`src/rtl/smi_dreq_sched_if.sv`:
```
// SMI DMA scheduler bus: mode load, FIFO levels and SMI strobes in; DREQ, enables and status out.
`timescale 1ns/1ps
interface smi_dreq_sched_if #(parameter int LEVEL_W = 10);
  logic [1:0]         i_mode;
  logic               i_mode_load;
  logic [LEVEL_W-1:0] i_rx_level;
  logic [LEVEL_W-1:0] i_tx_level;
  logic               i_smi_soe_se;
  logic               i_smi_swe_srw;
  logic               o_smi_dreq;
  logic               o_rx_enable;
  logic               o_tx_enable;
  logic               o_flush;
  logic               o_timeout;
  logic [2:0]         o_state;
  logic [12:0]        o_burst_cnt;

  modport slave (
    input  i_mode, i_mode_load, i_rx_level, i_tx_level, i_smi_soe_se, i_smi_swe_srw,
    output o_smi_dreq, o_rx_enable, o_tx_enable, o_flush, o_timeout, o_state, o_burst_cnt
  );
  modport master (
    output i_mode, i_mode_load, i_rx_level, i_tx_level, i_smi_soe_se, i_smi_swe_srw,
    input  o_smi_dreq, o_rx_enable, o_tx_enable, o_flush, o_timeout, o_state, o_burst_cnt
  );
endinterface

```
`src/rtl/smi_dreq_sched.sv`:
```
// SMI DMA request scheduler: holds the stream mode, flushes on mode change and
// issues fixed-length DREQ bursts gated by FIFO watermarks, with stall abort.
`timescale 1ns/1ps
module smi_dreq_sched #(
  parameter int LEVEL_W      = 10,
  parameter int BURST_LEN    = 1024,
  parameter int RX_WM        = 256,
  parameter int TX_WM        = 500,
  parameter int FLUSH_CYCLES = 4,
  parameter int TIMEOUT      = 4096
) (
  input  logic i_sys_clk,
  input  logic i_rst_b,
  smi_dreq_sched_if.slave bus
);
  localparam int IW = $clog2(TIMEOUT);
  localparam int FW = $clog2(FLUSH_CYCLES + 1);
  localparam logic [1:0] MODE_IDLE = 2'b00, MODE_RX = 2'b01, MODE_TX = 2'b10;

  typedef enum logic [2:0] {
    IDLE = 3'd0, RX_WAIT = 3'd1, RX_BURST = 3'd2, TX_WAIT = 3'd3, TX_BURST = 3'd4, SWITCH = 3'd5
  } state_e;

  state_e          state_q, state_d;
  logic [1:0]      active_q, active_d, pending_q, pending_d;
  logic [12:0]     burst_cnt_q, burst_cnt_d;
  logic [IW-1:0]   idle_cnt_q, idle_cnt_d;
  logic [FW-1:0]   flush_cnt_q, flush_cnt_d;
  logic            soe_q, swe_q;
  logic            dreq_q, dreq_d, rx_en_q, rx_en_d, tx_en_q, tx_en_d;
  logic            flush_q, flush_d, timeout_q, timeout_d;
  logic            chg, strb_rise;

  function automatic state_e mode_st(input logic [1:0] m);
    case (m)
      MODE_RX: mode_st = RX_WAIT;
      MODE_TX: mode_st = TX_WAIT;
      default: mode_st = IDLE;
    endcase
  endfunction

  always_comb begin
    state_d     = state_q;
    active_d    = active_q;
    pending_d   = pending_q;
    burst_cnt_d = burst_cnt_q;
    idle_cnt_d  = idle_cnt_q;
    flush_cnt_d = flush_cnt_q;
    timeout_d   = 1'b0;
    if (bus.i_mode_load) pending_d = (bus.i_mode == 2'b11) ? MODE_IDLE : bus.i_mode;
    chg = (pending_q != active_q);
    // only the strobe belonging to the active direction is watched
    strb_rise = (active_q == MODE_TX) ? (bus.i_smi_swe_srw & ~swe_q)
                                      : (bus.i_smi_soe_se  & ~soe_q);
    case (state_q)
      IDLE, RX_WAIT, TX_WAIT: begin
        if (chg) begin
          state_d     = SWITCH;
          flush_cnt_d = '0;
        end else if (state_q == RX_WAIT && bus.i_rx_level >= LEVEL_W'(RX_WM)) begin
          state_d     = RX_BURST;
          burst_cnt_d = '0;
          idle_cnt_d  = '0;
        end else if (state_q == TX_WAIT && bus.i_tx_level <= LEVEL_W'(TX_WM)) begin
          state_d     = TX_BURST;
          burst_cnt_d = '0;
          idle_cnt_d  = '0;
        end
      end
      RX_BURST, TX_BURST: begin
        if (strb_rise) begin
          burst_cnt_d = burst_cnt_q + 13'd1;
          idle_cnt_d  = '0;
          if (burst_cnt_q == 13'(BURST_LEN - 1))
            state_d = chg ? SWITCH : ((state_q == RX_BURST) ? RX_WAIT : TX_WAIT);
        end else if (idle_cnt_q == IW'(TIMEOUT - 1)) begin
          timeout_d = 1'b1;
          state_d   = chg ? SWITCH : ((state_q == RX_BURST) ? RX_WAIT : TX_WAIT);
        end else begin
          idle_cnt_d = idle_cnt_q + 1'b1;
        end
        if (state_d == SWITCH) flush_cnt_d = '0;
      end
      SWITCH: begin
        if (flush_cnt_q == FW'(FLUSH_CYCLES - 1)) begin
          active_d = pending_q;
          state_d  = mode_st(pending_q);
        end else begin
          flush_cnt_d = flush_cnt_q + 1'b1;
        end
      end
      default: state_d = IDLE;
    endcase
    // outputs are a registered decode of the next state
    dreq_d  = (state_d == RX_BURST) || (state_d == TX_BURST);
    rx_en_d = (state_d == RX_WAIT)  || (state_d == RX_BURST);
    tx_en_d = (state_d == TX_WAIT)  || (state_d == TX_BURST);
    flush_d = (state_d == SWITCH);
  end

  always_ff @(posedge i_sys_clk or negedge i_rst_b) begin
    if (!i_rst_b) begin
      state_q     <= IDLE;
      active_q    <= MODE_IDLE;
      pending_q   <= MODE_IDLE;
      burst_cnt_q <= '0;
      idle_cnt_q  <= '0;
      flush_cnt_q <= '0;
      soe_q       <= 1'b0;
      swe_q       <= 1'b0;
      dreq_q      <= 1'b0;
      rx_en_q     <= 1'b0;
      tx_en_q     <= 1'b0;
      flush_q     <= 1'b0;
      timeout_q   <= 1'b0;
    end else begin
      state_q     <= state_d;
      active_q    <= active_d;
      pending_q   <= pending_d;
      burst_cnt_q <= burst_cnt_d;
      idle_cnt_q  <= idle_cnt_d;
      flush_cnt_q <= flush_cnt_d;
      soe_q       <= bus.i_smi_soe_se;
      swe_q       <= bus.i_smi_swe_srw;
      dreq_q      <= dreq_d;
      rx_en_q     <= rx_en_d;
      tx_en_q     <= tx_en_d;
      flush_q     <= flush_d;
      timeout_q   <= timeout_d;
    end
  end

  assign bus.o_smi_dreq  = dreq_q;
  assign bus.o_rx_enable = rx_en_q;
  assign bus.o_tx_enable = tx_en_q;
  assign bus.o_flush     = flush_q;
  assign bus.o_timeout   = timeout_q;
  assign bus.o_state     = state_q;
  assign bus.o_burst_cnt = burst_cnt_q;
endmodule
```
`src/flat_wrapper.sv`:
```
// flat-port wrapper written by rule: the top's interface ports become plain ports
module smi_dreq_sched_flat 
#(
  parameter int LEVEL_W      = 10,
  parameter int BURST_LEN    = 1024,
  parameter int RX_WM        = 256,
  parameter int TX_WM        = 500,
  parameter int FLUSH_CYCLES = 4,
  parameter int TIMEOUT      = 4096
)
  (i_sys_clk, i_rst_b, bus_i_mode, bus_i_mode_load, bus_i_rx_level, bus_i_tx_level, bus_i_smi_soe_se, bus_i_smi_swe_srw, bus_o_smi_dreq, bus_o_rx_enable, bus_o_tx_enable, bus_o_flush, bus_o_timeout, bus_o_state, bus_o_burst_cnt);
  smi_dreq_sched_if #(.LEVEL_W(LEVEL_W)) bus_i ();
  input  logic i_sys_clk;
  input  logic i_rst_b;
  input wire logic [$bits(bus_i.i_mode)-1:0] bus_i_mode;
  input wire logic [$bits(bus_i.i_mode_load)-1:0] bus_i_mode_load;
  input wire logic [$bits(bus_i.i_rx_level)-1:0] bus_i_rx_level;
  input wire logic [$bits(bus_i.i_tx_level)-1:0] bus_i_tx_level;
  input wire logic [$bits(bus_i.i_smi_soe_se)-1:0] bus_i_smi_soe_se;
  input wire logic [$bits(bus_i.i_smi_swe_srw)-1:0] bus_i_smi_swe_srw;
  output wire logic [$bits(bus_i.o_smi_dreq)-1:0] bus_o_smi_dreq;
  output wire logic [$bits(bus_i.o_rx_enable)-1:0] bus_o_rx_enable;
  output wire logic [$bits(bus_i.o_tx_enable)-1:0] bus_o_tx_enable;
  output wire logic [$bits(bus_i.o_flush)-1:0] bus_o_flush;
  output wire logic [$bits(bus_i.o_timeout)-1:0] bus_o_timeout;
  output wire logic [$bits(bus_i.o_state)-1:0] bus_o_state;
  output wire logic [$bits(bus_i.o_burst_cnt)-1:0] bus_o_burst_cnt;
  assign bus_i.i_mode = bus_i_mode;
  assign bus_i.i_mode_load = bus_i_mode_load;
  assign bus_i.i_rx_level = bus_i_rx_level;
  assign bus_i.i_tx_level = bus_i_tx_level;
  assign bus_i.i_smi_soe_se = bus_i_smi_soe_se;
  assign bus_i.i_smi_swe_srw = bus_i_smi_swe_srw;
  assign bus_o_smi_dreq = bus_i.o_smi_dreq;
  assign bus_o_rx_enable = bus_i.o_rx_enable;
  assign bus_o_tx_enable = bus_i.o_tx_enable;
  assign bus_o_flush = bus_i.o_flush;
  assign bus_o_timeout = bus_i.o_timeout;
  assign bus_o_state = bus_i.o_state;
  assign bus_o_burst_cnt = bus_i.o_burst_cnt;
  smi_dreq_sched #(.LEVEL_W(LEVEL_W), .BURST_LEN(BURST_LEN), .RX_WM(RX_WM), .TX_WM(TX_WM), .FLUSH_CYCLES(FLUSH_CYCLES), .TIMEOUT(TIMEOUT)) u_core (.i_sys_clk(i_sys_clk), .i_rst_b(i_rst_b), .bus(bus_i));
endmodule
```
`config.mk`:
```
export PLATFORM = sky130hd
export DESIGN_NAME = smi_dreq_sched_flat
export DESIGN_NICKNAME = d
export VERILOG_FILES = /design/src/rtl/smi_dreq_sched_if.sv /design/src/rtl/smi_dreq_sched.sv /design/src/flat_wrapper.sv
export SDC_FILE = /design/constraint.sdc
export NUM_CORES = 1
export LEC_CHECK = 0
export ABC_AREA = 0
export CAP_MARGIN = 5
export CORE_MARGIN = 4
export CORE_UTILIZATION = 51
export CTS_CLUSTER_SIZE = 16
export DETAILED_ROUTE_END_ITERATION = 10
export GPL_TIMING_DRIVEN = 0
export PLACE_DENSITY = 0.78
export SLEW_MARGIN = 20
export SYNTH_ARGS = -nofsm -noshare
export SYNTH_HDL_FRONTEND = slang
export SYNTH_SLANG_ARGS = --single-unit
```
`constraint.sdc`:
```
create_clock -name i_sys_clk -period 2.8 [get_ports i_sys_clk]
set_clock_uncertainty 0.2 [all_clocks]
set_input_delay 0.56 -clock i_sys_clk [delete_from_list [all_inputs] [get_ports i_sys_clk]]
set_output_delay 0.56 -clock i_sys_clk [all_outputs]
set_load 0.1 [all_outputs]
```
==> out/results.tsv, run 1 <==
metric	value	unit
synthesized area	0.00226	mm^2
Pwr Density	963	mW/mm^2
DRT Wirelength	5130	um
Area growth syn-to-layout	28.1	%
clock power share	17.8	%
flops & latches, synth	42	
Bufs and invs on worst path	1	
post-synthesis cell type count	51	
nets	327	
die outline area	0.00555	mm^2
CP Capture Type	output pin	
Hold Crit Depth	1	
Maximum Capacitance Violations	0	
Routed Antenna Nets	0	
Routability Congestion	0.870	
Setup crit start kind	flop	
Final min period	2.66	ns
Critical-path top delay cell	clkdlybuf4s50_1	
io pins	48	
first-pass GRT wire length	8850	um
CP Cell Sequence	clkdlybuf4s50_1	
Post-route DRC	0	
slowest stage delay, CP	1.17	ns
WP data required	2.04	ns
vias	1984	
period utilisation layout	95.1	%
chip width	74.5	um
Fmax	375	MHz
DP Wirelength	3620	um
Mapped Cells	244	
post-route insts no fill	346	
Hold Vio Cnt, Final	0	
Cell Rows	23	
CTS Root Cell	clkbuf_8	
Combinational Power Share	52.6	%
CTS tree	built	
clock sinks	42	
core footprint	0.00414	mm^2
Slew headroom	33.7	%
Post-synth ARST share	100	%
largest net degree at the start of global routing	31	
Max IR drop VDD	915	uV
post-synthesis sequential area ratio	46.6	%
Vias per Instance	5.73	
Post-synth EDFFs	0	
CP max FO	5	
total grt overflow	0	
max-slew violation count	0	
Hold WS	0.320	ns
R2R depth	8	
WP depth	1	
Worst Setup SP	u_core.bus.o_burst_cnt[10]$_DFFE_PN0P_	
total CTS buffers	5	
chip height	74.5	um
crit-path leading delay family	buffers and inverters	
hold path startpoint	u_core.idle_cnt_q[9]$_DFFE_PN0P_	
dpl ws	-0.279	ns
Switch Pwr	1.31	mW
ys flop type	dfrtp_1	
internal power	1.47	mW
Port Buffer Count	39	
worst skew pair latency	0.30	ns
Sw Ratio	47.1	%
R2R Path Start	u_core.idle_cnt_q[0]$_DFFE_PN0P_	
wire length per cell	14.8	um
H-tree depth	2	
slew of the pin with the lowest slew margin	0.992	ns
layout cells sized above 1	11.1	%
Final WS setup	0.137	ns
Seq pwr share	29.6	%
vias in the first global route	1932	
Mapped Nets	276	
critical path type	reg -> out	
drt pass-1 iters	4	
initial antenna violation count	0	
Ant. Diodes	0	
Initial Utilization	54.5	%
clock buffer depth	2	
leakage	1.22	nW
clock slew at reported path FFs	0.09	ns
placed insts	334	
Total Power	2.79	mW
Hold Crit Class	reg -> reg	
synthesis warning total	0	
final setup violation count	0	
Util after Layout	69.8	%
Syn Area/Cell	9.25	um^2
DR iter-0 viols	174	
gr usage total	20.8	%
outcome	completed	
crit path DAT	1.90	ns
==> state kept, by name (all words and copies together), names as in the netlist <==
name                    cells
u_core.idle_cnt_q          12
u_core.bus.o_smi_dreq       1
u_core.swe_q                1
u_core.flush_cnt_q          3
u_core.bus.o_timeout        1
u_core.bus.o_burst_cnt     13
u_core.soe_q                1
u_core.bus.o_tx_enable      1
u_core.active_q             2
u_core.bus.o_rx_enable      1
u_core.bus.o_state          3
u_core.pending_q            2
u_core.bus.o_flush          1
==> cells by family (layout without fill, tap and decap cells) <==
| family | after synthesis | after routing | share of synthesized area (%) |
|---|---|---|---|
| buffers and inverters | 16 | 68 | 2.77 |
| AO/OA/AOI/OAI | 63 | 63 | 18.0 |
| multiplexers | 3 | 3 | 1.55 |
| AND/OR/NAND/NOR | 104 | 104 | 24.1 |
| adder cells (fa/ha/maj) | 5 | 5 | 2.77 |
| XOR/XNOR | 11 | 11 | 4.27 |
| flip-flops | 42 | 42 | 46.6 |
==> per-stage QoR <==
stage / setup TNS, ns / cell area, um^2
2_1_floorplan: 0 / 2270
6_report: 0 / 2890
3_3_place_gp: -6.30 / 2720
4_1_cts: 0 / 2860
5_1_grt: -0.00790 / 2890
3_5_place_dp: -0.925 / 2740
==> final cells by class <==
| type | count | area (um^2) |
|---|---|---|
| clock inverter | 1 | 30.0 |
| timing repair buffer | 44 | 438 |
| fill | 330 | 1250 |
| sequential | 42 | 1060 |
| clock buffer | 7 | 86.3 |
| tap | 50 | 62.6 |
| inverter | 11 | 41.3 |
| buffer | 5 | 21.3 |
| multi-input combinational | 186 | 1150 |
==> path summary, 6_finish.rpt <==
kind                                                     to  slack (ns)
max in group asynchronous   u_core.bus.o_state[2]$_DFF_PN0_        1.43
hold reg to reg            u_core.idle_cnt_q[9]$_DFFE_PN0P_        0.32
setup reg to reg           u_core.bus.o_rx_enable$_DFF_PN0_        0.28
hold / removal             u_core.idle_cnt_q[9]$_DFFE_PN0P_        0.32
setup / recovery                        bus_o_burst_cnt[10]        0.14
min in group asynchronous   u_core.pending_q[1]$_DFFE_PN0P_        0.48
==> metal layers <==
layer	part of all wire [%]	wire [um]	up-vias	global-route usage, %
met3	4.7	240	6	5.54
met1	47	2420	942	27.9
met5	0	0	-	0
met4	0.74	38	0	5.73
li1	-	-	985	-
met2	47	2430	51	33.2
==> layout by cell type (no fill, tap or decap), types with 2 or more instances in the layout <==
master	count
and3_1	2
nor2_1	25
a31oi_1	8
nor3b_1	2
and2_1	4
nand3b_1	3
clkbuf_1	4
buf_4	3
nand2b_1	2
mux2i_1	2
o22a_1	3
nand2_1	26
dfrtp_1	34
a21oi_1	12
nor4_1	3
xnor2_1	2
and4_1	3
clkdlybuf4s50_1	38
o21ai_0	24
nor3_1	4
dfrtp_2	8
clkbuf_8	6
buf_2	3
nand3_1	13
or3_1	4
o41ai_1	2
nand4_1	3
xor2_1	9
inv_1	11
ha_1	5
==> power groups by stage <==
stage | Sequential [mW] | Combinational (mW) | Clock (mW)
after CTS | 0.821 | 1.42 | 0.506
after global placement | 0.829 | 1.37 | 0
final | 0.825 | 1.46 | 0.497
after detailed placement | 0.829 | 1.40 | 0
after global routing | 0.839 | 1.59 | 0.534
after floorplan | 1.27 | 0.615 | 0
==> synth_stat cells, types with 3 or more instances <==
cell       n  area [um^2]
dfrtp_1   42         1050
nand2_1   26         97.6
nor2_1    25         93.8
o21ai_0   24          120
nand3_1   13         65.1
a21oi_1   12         60.1
inv_1     11         41.3
xor2_1     9         78.8
a31oi_1    8         50.1
ha_1       5         62.6
and2_1     4         25.0
nor3_1     4         20.0
or3_1      4         25.0
and4_1     3         26.3
clkbuf_1   3         11.3
nand3b_1   3         22.5
nand4_1    3         18.8
nor4_1     3         18.8
o22a_1     3         26.3
==> timing repair <==
item                                    4_1_cts  5_1_grt
hold endpoints to repair                     12        0
gates resized for setup                       0        1
hold buffers                                  1        0
endpoints found under the setup margin        0        1
buffers inserted                              0        3
No activity file was read; power rests on OpenSTA's default activity.
==> inputs of run 2 (changes only) <==
--- a/config.mk
+++ b/config.mk
@@ -11,7 +11,6 @@
 export CORE_UTILIZATION = 51
 export CTS_CLUSTER_SIZE = 16
 export DETAILED_ROUTE_END_ITERATION = 10
-export GPL_TIMING_DRIVEN = 0
 export PLACE_DENSITY = 0.78
 export SLEW_MARGIN = 20
 export SYNTH_ARGS = -nofsm -noshare
==> run 2 against run 1 <==
Compared with the run above:
- hold slack got worse by 0.031 ns
- first-iteration DRC count down 25%
- die area stayed put
- utilization fell by 0.45 points
- via count down 0.30%
- design area decreased by 0.65%
- non-clock buffer count grew 5
- clock power about the same
- worst setup slack gained 0.11 ns
- clock-buffer cell count unchanged
- maximum frequency up 4.5%
- largest power group unchanged
- register-to-register slack improved by 0.02 ns
==> out/results.tsv, run 2 (synthesized netlist as in run 1, its figures left out) <==
metric	value	unit	change
slew of the pin with the lowest slew margin	0.451	ns	-0.541 ns
Critical-path top delay cell	clkdlybuf4s50_1		
largest net degree at the start of global routing	19		-39%
commonest non-fill, non-tap cells in the layout	buf_4 (35), dfrtp_1 (34), nand2_1 (26)		
clock sinks	42		unchanged
drt pass-1 iters	4		unchanged
outcome	completed		
Routed Antenna Nets	0		unchanged
Hold Crit Class	reg -> reg		
Bufs and invs on worst path	1		unchanged
post-route insts no fill	351		+1.4%
final setup violation count	0		unchanged
Seq pwr share	30.7	%	+1.1 points
gr usage total	20.1	%	-0.67 points
chip height	74.5	um	unchanged
Hold Vio Cnt, Final	0		unchanged
io pins	48		unchanged
leakage	1.28	nW	+5.5%
total grt overflow	0		unchanged
period utilisation layout	91.0	%	-4.1 points
die outline area	0.00555	mm^2	unchanged
DR iter-0 viols	131		-25%
Setup Fix Bufs, Post-CTS	0		unchanged
clock power share	17.9	%	about the same
initial antenna violation count	0		unchanged
Port Buffer Count	39		unchanged
CP Capture Type	flop		
slowest stage delay, CP	0.48	ns	-0.69 ns
placed cell area	0.00275	mm^2	+0.41%
Ant. Diodes	0		unchanged
Area growth syn-to-layout	27.3	%	
RSZ-0062 raised after global routing	false		
Sw Ratio	46.7	%	-0.43 points
Vias per Instance	5.64		-1.7%
clock buffer depth	2		unchanged
vias in the first global route	1957		+1.3%
worst skew pair latency	0.29	ns	about the same
Slew headroom	69.7	%	+36 points
vias	1978		-0.30%
max reg flops	13		unchanged
final instance area	0.00287	mm^2	-0.65%
hold_buf cts	1		unchanged
dpl ws	-0.0547	ns	+0.225 ns
Fmax	392	MHz	+4.5%
layout cells sized above 1	20.6	%	+9.4 points
Final WS setup	0.251	ns	+0.115 ns
core footprint	0.00414	mm^2	unchanged
clock slew at reported path FFs	0.08	ns	about the same
critical path type	in -> reg		
Post-route DRC	0		unchanged
Initial Utilization	54.5	%	unchanged
Routability Congestion	0.896		+2.9%
first-pass GRT wire length	8580	um	-3.1%
Final min period	2.55	ns	-0.115 ns
Combinational Power Share	51.4	%	-1.2 points
chip width	74.5	um	unchanged
DP Wirelength	3850	um	+6.5%
final setup TNS	0	ns	unchanged
Pwr Density	962	mW/mm^2	-0.17%
H-tree depth	2		unchanged
CP max FO	6		+1
Cell Rows	23		unchanged
Gates resized, CTS repair	0		unchanged
internal power	1.47	mW	about the same
fillcell total	347		+5.2%
Maximum Capacitance Violations	0		unchanged
crit path DAT	2.53	ns	+0.63 ns
max-slew violation count	0		unchanged
placed insts	342		+2.4%
crit-path leading delay family	compound AO/OA/AOI/OAI gates		
most common library cell in the layout ignoring fill and taps	buf_4		
Setup crit start kind	input port		
CTS Root Cell	clkbuf_8		
WP data required	2.78	ns	+0.74 ns
CP Cell Sequence	clkdlybuf4s50_1 > nand2b_1 > o21ai_2 > nor4_2 > a31oi_2 > o211ai_1 > and3b_1 > mux2_4		
wire length per cell	14.3	um	-3.7%
CTS tree	built		
total CTS buffers	5		unchanged
nets	332		+1.5%
Max IR drop VDD	852	uV	-6.9%
DRT Wirelength	5010	um	-2.3%
Switch Pwr	1.29	mW	-1.7%
-- run 2: area by class of cell --
cell class                      instances  area, um^2  area share [%]
Clock buffer                            7        86.3            3.01
Clock inverter                          1        30.0            1.05
Inverter                               11        41.3            1.44
Multi-Input combinational cell        186        1140            39.8
Sequential cell                        42        1060            36.9
Tap cell                               50        62.6            2.18
Timing Repair Buffer                   54         448            15.6
-- run 2: final timing paths --
check | to | slack (ns) | depth (start not counted) | startpoint
worst min-delay path | u_core.flush_cnt_q[0]$_DFFE_PN0P_ | 0.29 | 1 | u_core.flush_cnt_q[0]$_DFFE_PN0P_
worst min register to register | u_core.flush_cnt_q[0]$_DFFE_PN0P_ | 0.29 | 1 | u_core.flush_cnt_q[0]$_DFFE_PN0P_
worst max register to register | u_core.bus.o_rx_enable$_DFF_PN0_ | 0.30 | 8 | u_core.idle_cnt_q[0]$_DFFE_PN0P_
min in group asynchronous | u_core.swe_q$_DFF_PN0_ | 0.47 | 2 | i_rst_b
max in group asynchronous | u_core.bus.o_burst_cnt[6]$_DFFE_PN0P_ | 1.40 | 3 | i_rst_b
worst max-delay path | u_core.bus.o_rx_enable$_DFF_PN0_ | 0.25 | 8 | bus_i_smi_soe_se
-- run 2: metal layers --
layer	vias to the layer above	wire length, um	global-route usage, %
met3	2	252	4.46
met4	0	24	7.71
met5	-	0	0
met2	49	2370	31.2
met1	932	2360	27.4
li1	995	-	-
-- run 2: stage by stage --
step                      total power, mW  hold WS, ns  utilization, %
after floorplan                      1.88       0.0644               -
after global placement               2.26        0.253            66.3
after detailed placement             2.28        0.258            66.3
after CTS                            2.78        0.293            69.3
after global routing                 2.94        0.327            69.3
final                                2.76        0.288            69.3
-- run 2: power by group through the flow --
stage	combinational, mW	clock, mW	sequential [mW]
after floorplan	0.615	0	1.27
after global placement	1.40	0	0.858
after detailed placement	1.42	0	0.861
after CTS	1.42	0.511	0.849
after global routing	1.54	0.532	0.870
final	1.42	0.495	0.848
==> inputs of run 3 (changes only) <==
--- a/config.mk
+++ b/config.mk
@@ -8,10 +8,12 @@
 export ABC_AREA = 0
 export CAP_MARGIN = 5
 export CORE_MARGIN = 4
-export CORE_UTILIZATION = 51
+export CORE_UTILIZATION = 52
+export CTS_BUF_LIST = sky130_fd_sc_hd__clkbuf_2 sky130_fd_sc_hd__clkbuf_4 sky130_fd_sc_hd__clkbuf_8
 export CTS_CLUSTER_SIZE = 16
 export DETAILED_ROUTE_END_ITERATION = 10
-export PLACE_DENSITY = 0.78
+export PLACE_DENSITY = 0.79
+export SETUP_SLACK_MARGIN = 0.15
 export SLEW_MARGIN = 20
 export SYNTH_ARGS = -nofsm -noshare
 export SYNTH_HDL_FRONTEND = slang
==> run 3 against run 2 <==
Compared with the run above:
- design area rose by 0.87%
- critical path depth is the same
- via count is 2.6% higher
- total power is 1.1% higher
- critical endpoint unchanged
- largest power group unchanged
==> out/results.tsv, run 3 (synthesized netlist as in run 1, its figures left out) <==
metric	value	unit	change
CTS tree	built		
largest net degree at the start of global routing	19		unchanged
critical path type	in -> reg		
commonest non-fill, non-tap cells in the layout	buf_4 (38), dfrtp_1 (34), nand2_1 (26)		
Initial Utilization	55.2	%	+0.77 points
Slew headroom	69.0	%	-0.69 points
gr usage total	21.3	%	+1.2 points
CP Capture Type	flop		
WP data required	2.78	ns	about the same
clock buffer depth	2		unchanged
final instance area	0.00290	mm^2	+0.87%
chip height	73.9	um	-0.86%
placed cell area	0.00275	mm^2	+0.27%
vias	2030		+2.6%
crit path DAT	2.51	ns	-0.02 ns
Area growth syn-to-layout	28.4	%	
clock slew at reported path FFs	0.09	ns	about the same
clock sinks	42		unchanged
drt pass-1 iters	4		unchanged
Port Buffer Count	39		unchanged
period utilisation layout	90.2	%	-0.84 points
slew of the pin with the lowest slew margin	0.461	ns	+0.0102 ns
vias in the first global route	1973		+0.82%
Pwr Density	964	mW/mm^2	+0.23%
Routability Congestion	0.913		+1.9%
Bufs and invs on worst path	2		+1
CTS Root Cell	clkbuf_8		
Post-route DRC	0		unchanged
Hold Vio Cnt, Final	0		unchanged
Reg area	0.00106	mm^2	unchanged
r2r setup slk	0.34	ns	+0.04 ns
first-pass GRT wire length	8980	um	+4.7%
final setup violation count	0		unchanged
worst skew pair latency	0.30	ns	about the same
Routed Antenna Nets	0		unchanged
Hold Crit Class	reg -> reg		
total CTS buffers	5		unchanged
chip width	73.9	um	-0.86%
outcome	completed		
Ant. Diodes	0		unchanged
Critical-path top delay cell	clkdlybuf4s50_1		
worst hold endpoint	u_core.flush_cnt_q[0]$_DFFE_PN0P_		
RSZ-0062 raised after global routing	false		
layout cells sized above 1	22.4	%	+1.8 points
Vias per Instance	5.73		+1.8%
DP Wirelength	3850	um	about the same
Max IR drop VDD	923	uV	+8.3%
total grt overflow	0		unchanged
fillcell total	320		-7.8%
Setup crit start kind	input port		
wire length per cell	14.4	um	+0.95%
R2R Path Start	u_core.idle_cnt_q[0]$_DFFE_PN0P_		
DR iter-0 viols	129		-1.5%
H-tree depth	2		unchanged
most common library cell in the layout ignoring fill and taps	buf_4		
io pins	48		unchanged
R2R depth	8		unchanged
Final min period	2.53	ns	-0.0235 ns
DRT Wirelength	5100	um	+1.8%
max reg flops	13		unchanged
slowest stage delay, CP	0.47	ns	about the same
crit-path leading delay family	compound AO/OA/AOI/OAI gates		
Cell Rows	23		unchanged
CP max FO	6		unchanged
area of the multi-input gates	0.00115	mm^2	+0.44%
Maximum Capacitance Violations	0		unchanged
max-slew violation count	0		unchanged
CP Cell Sequence	clkdlybuf4s50_1 > nand2b_1 > o21ai_2 > buf_4 > a31oi_2 > o31ai_4 > and3b_1 > mux2_4		
initial antenna violation count	0		unchanged
core footprint	0.00409	mm^2	-1.4%
die outline area	0.00546	mm^2	-1.7%
Fmax	396	MHz	+0.93%
leakage	1.29	nW	+0.57%
nets	335		+0.90%
final setup TNS	0	ns	unchanged
hold path startpoint	u_core.flush_cnt_q[0]$_DFFE_PN0P_		
RR Endpoint	u_core.bus.o_rx_enable$_DFF_PN0_		
Hold Crit Depth	1		unchanged
## run 3: timing repair
item,4_1_cts,5_1_grt
gates resized for setup,0,2
hold buffers,1,0
endpoints found under the hold margin,11,0
endpoints found under the setup margin,0,1
setup buffers,0,2
## run 3: area by class of cell
class | instances | area share, %
timing repair buffer | 57 | 16.2
multi-input combinational | 186 | 39.6
clock inverter | 2 | 1.30
tap | 50 | 2.16
inverter | 11 | 1.42
sequential | 42 | 36.6
clock buffer | 6 | 2.63
## run 3: through the flow
step           utilization [%]  setup WS, ns  hold slack (ns)  std cells  total power, mW
6_report                  70.9         0.275            0.305        354             2.79
5_1_grt                   70.9         0.127            0.330        354             2.96
4_1_cts                   70.4         0.255            0.305        352             2.78
3_5_place_dp              67.4       -0.0163            0.260        343             2.28
3_3_place_gp              67.4       -0.0162            0.255        343             2.25
2_1_floorplan                -        0.0578           0.0644        244             1.88
## run 3: routing by layer
layer,GRT usage (%),up-vias,wire length (um)
met5,0,-,0
met4,7.65,0,81
met3,4.79,6,240
met2,33.6,43,2370
met1,28.7,981,2410
li1,-,1000,-
## run 3: how the worst max path moves through the flow
stage	from	to	slack, ns	cells past startpoint
final	bus_i_smi_soe_se	u_core.bus.o_rx_enable$_DFF_PN0_	0.27	8
after global routing	bus_i_smi_swe_srw	u_core.bus.o_rx_enable$_DFF_PN0_	0.13	8
after CTS	u_core.idle_cnt_q[0]$_DFFE_PN0P_	u_core.bus.o_rx_enable$_DFF_PN0_	0.26	8
after detailed placement	bus_i_smi_soe_se	u_core.bus.o_rx_enable$_DFF_PN0_	-0.02	8
after global placement	bus_i_smi_soe_se	u_core.bus.o_rx_enable$_DFF_PN0_	-0.02	8
after floorplan	u_core.bus.o_burst_cnt[2]$_DFFE_PN0P_	u_core.bus.o_rx_enable$_DFF_PN0_	0.06	6
## run 3: where the power goes
group	switching [mW]	internal, mW
clock	0.215	0.276
sequential	0.124	0.726
combinational	0.974	0.479
total	1.31	1.48
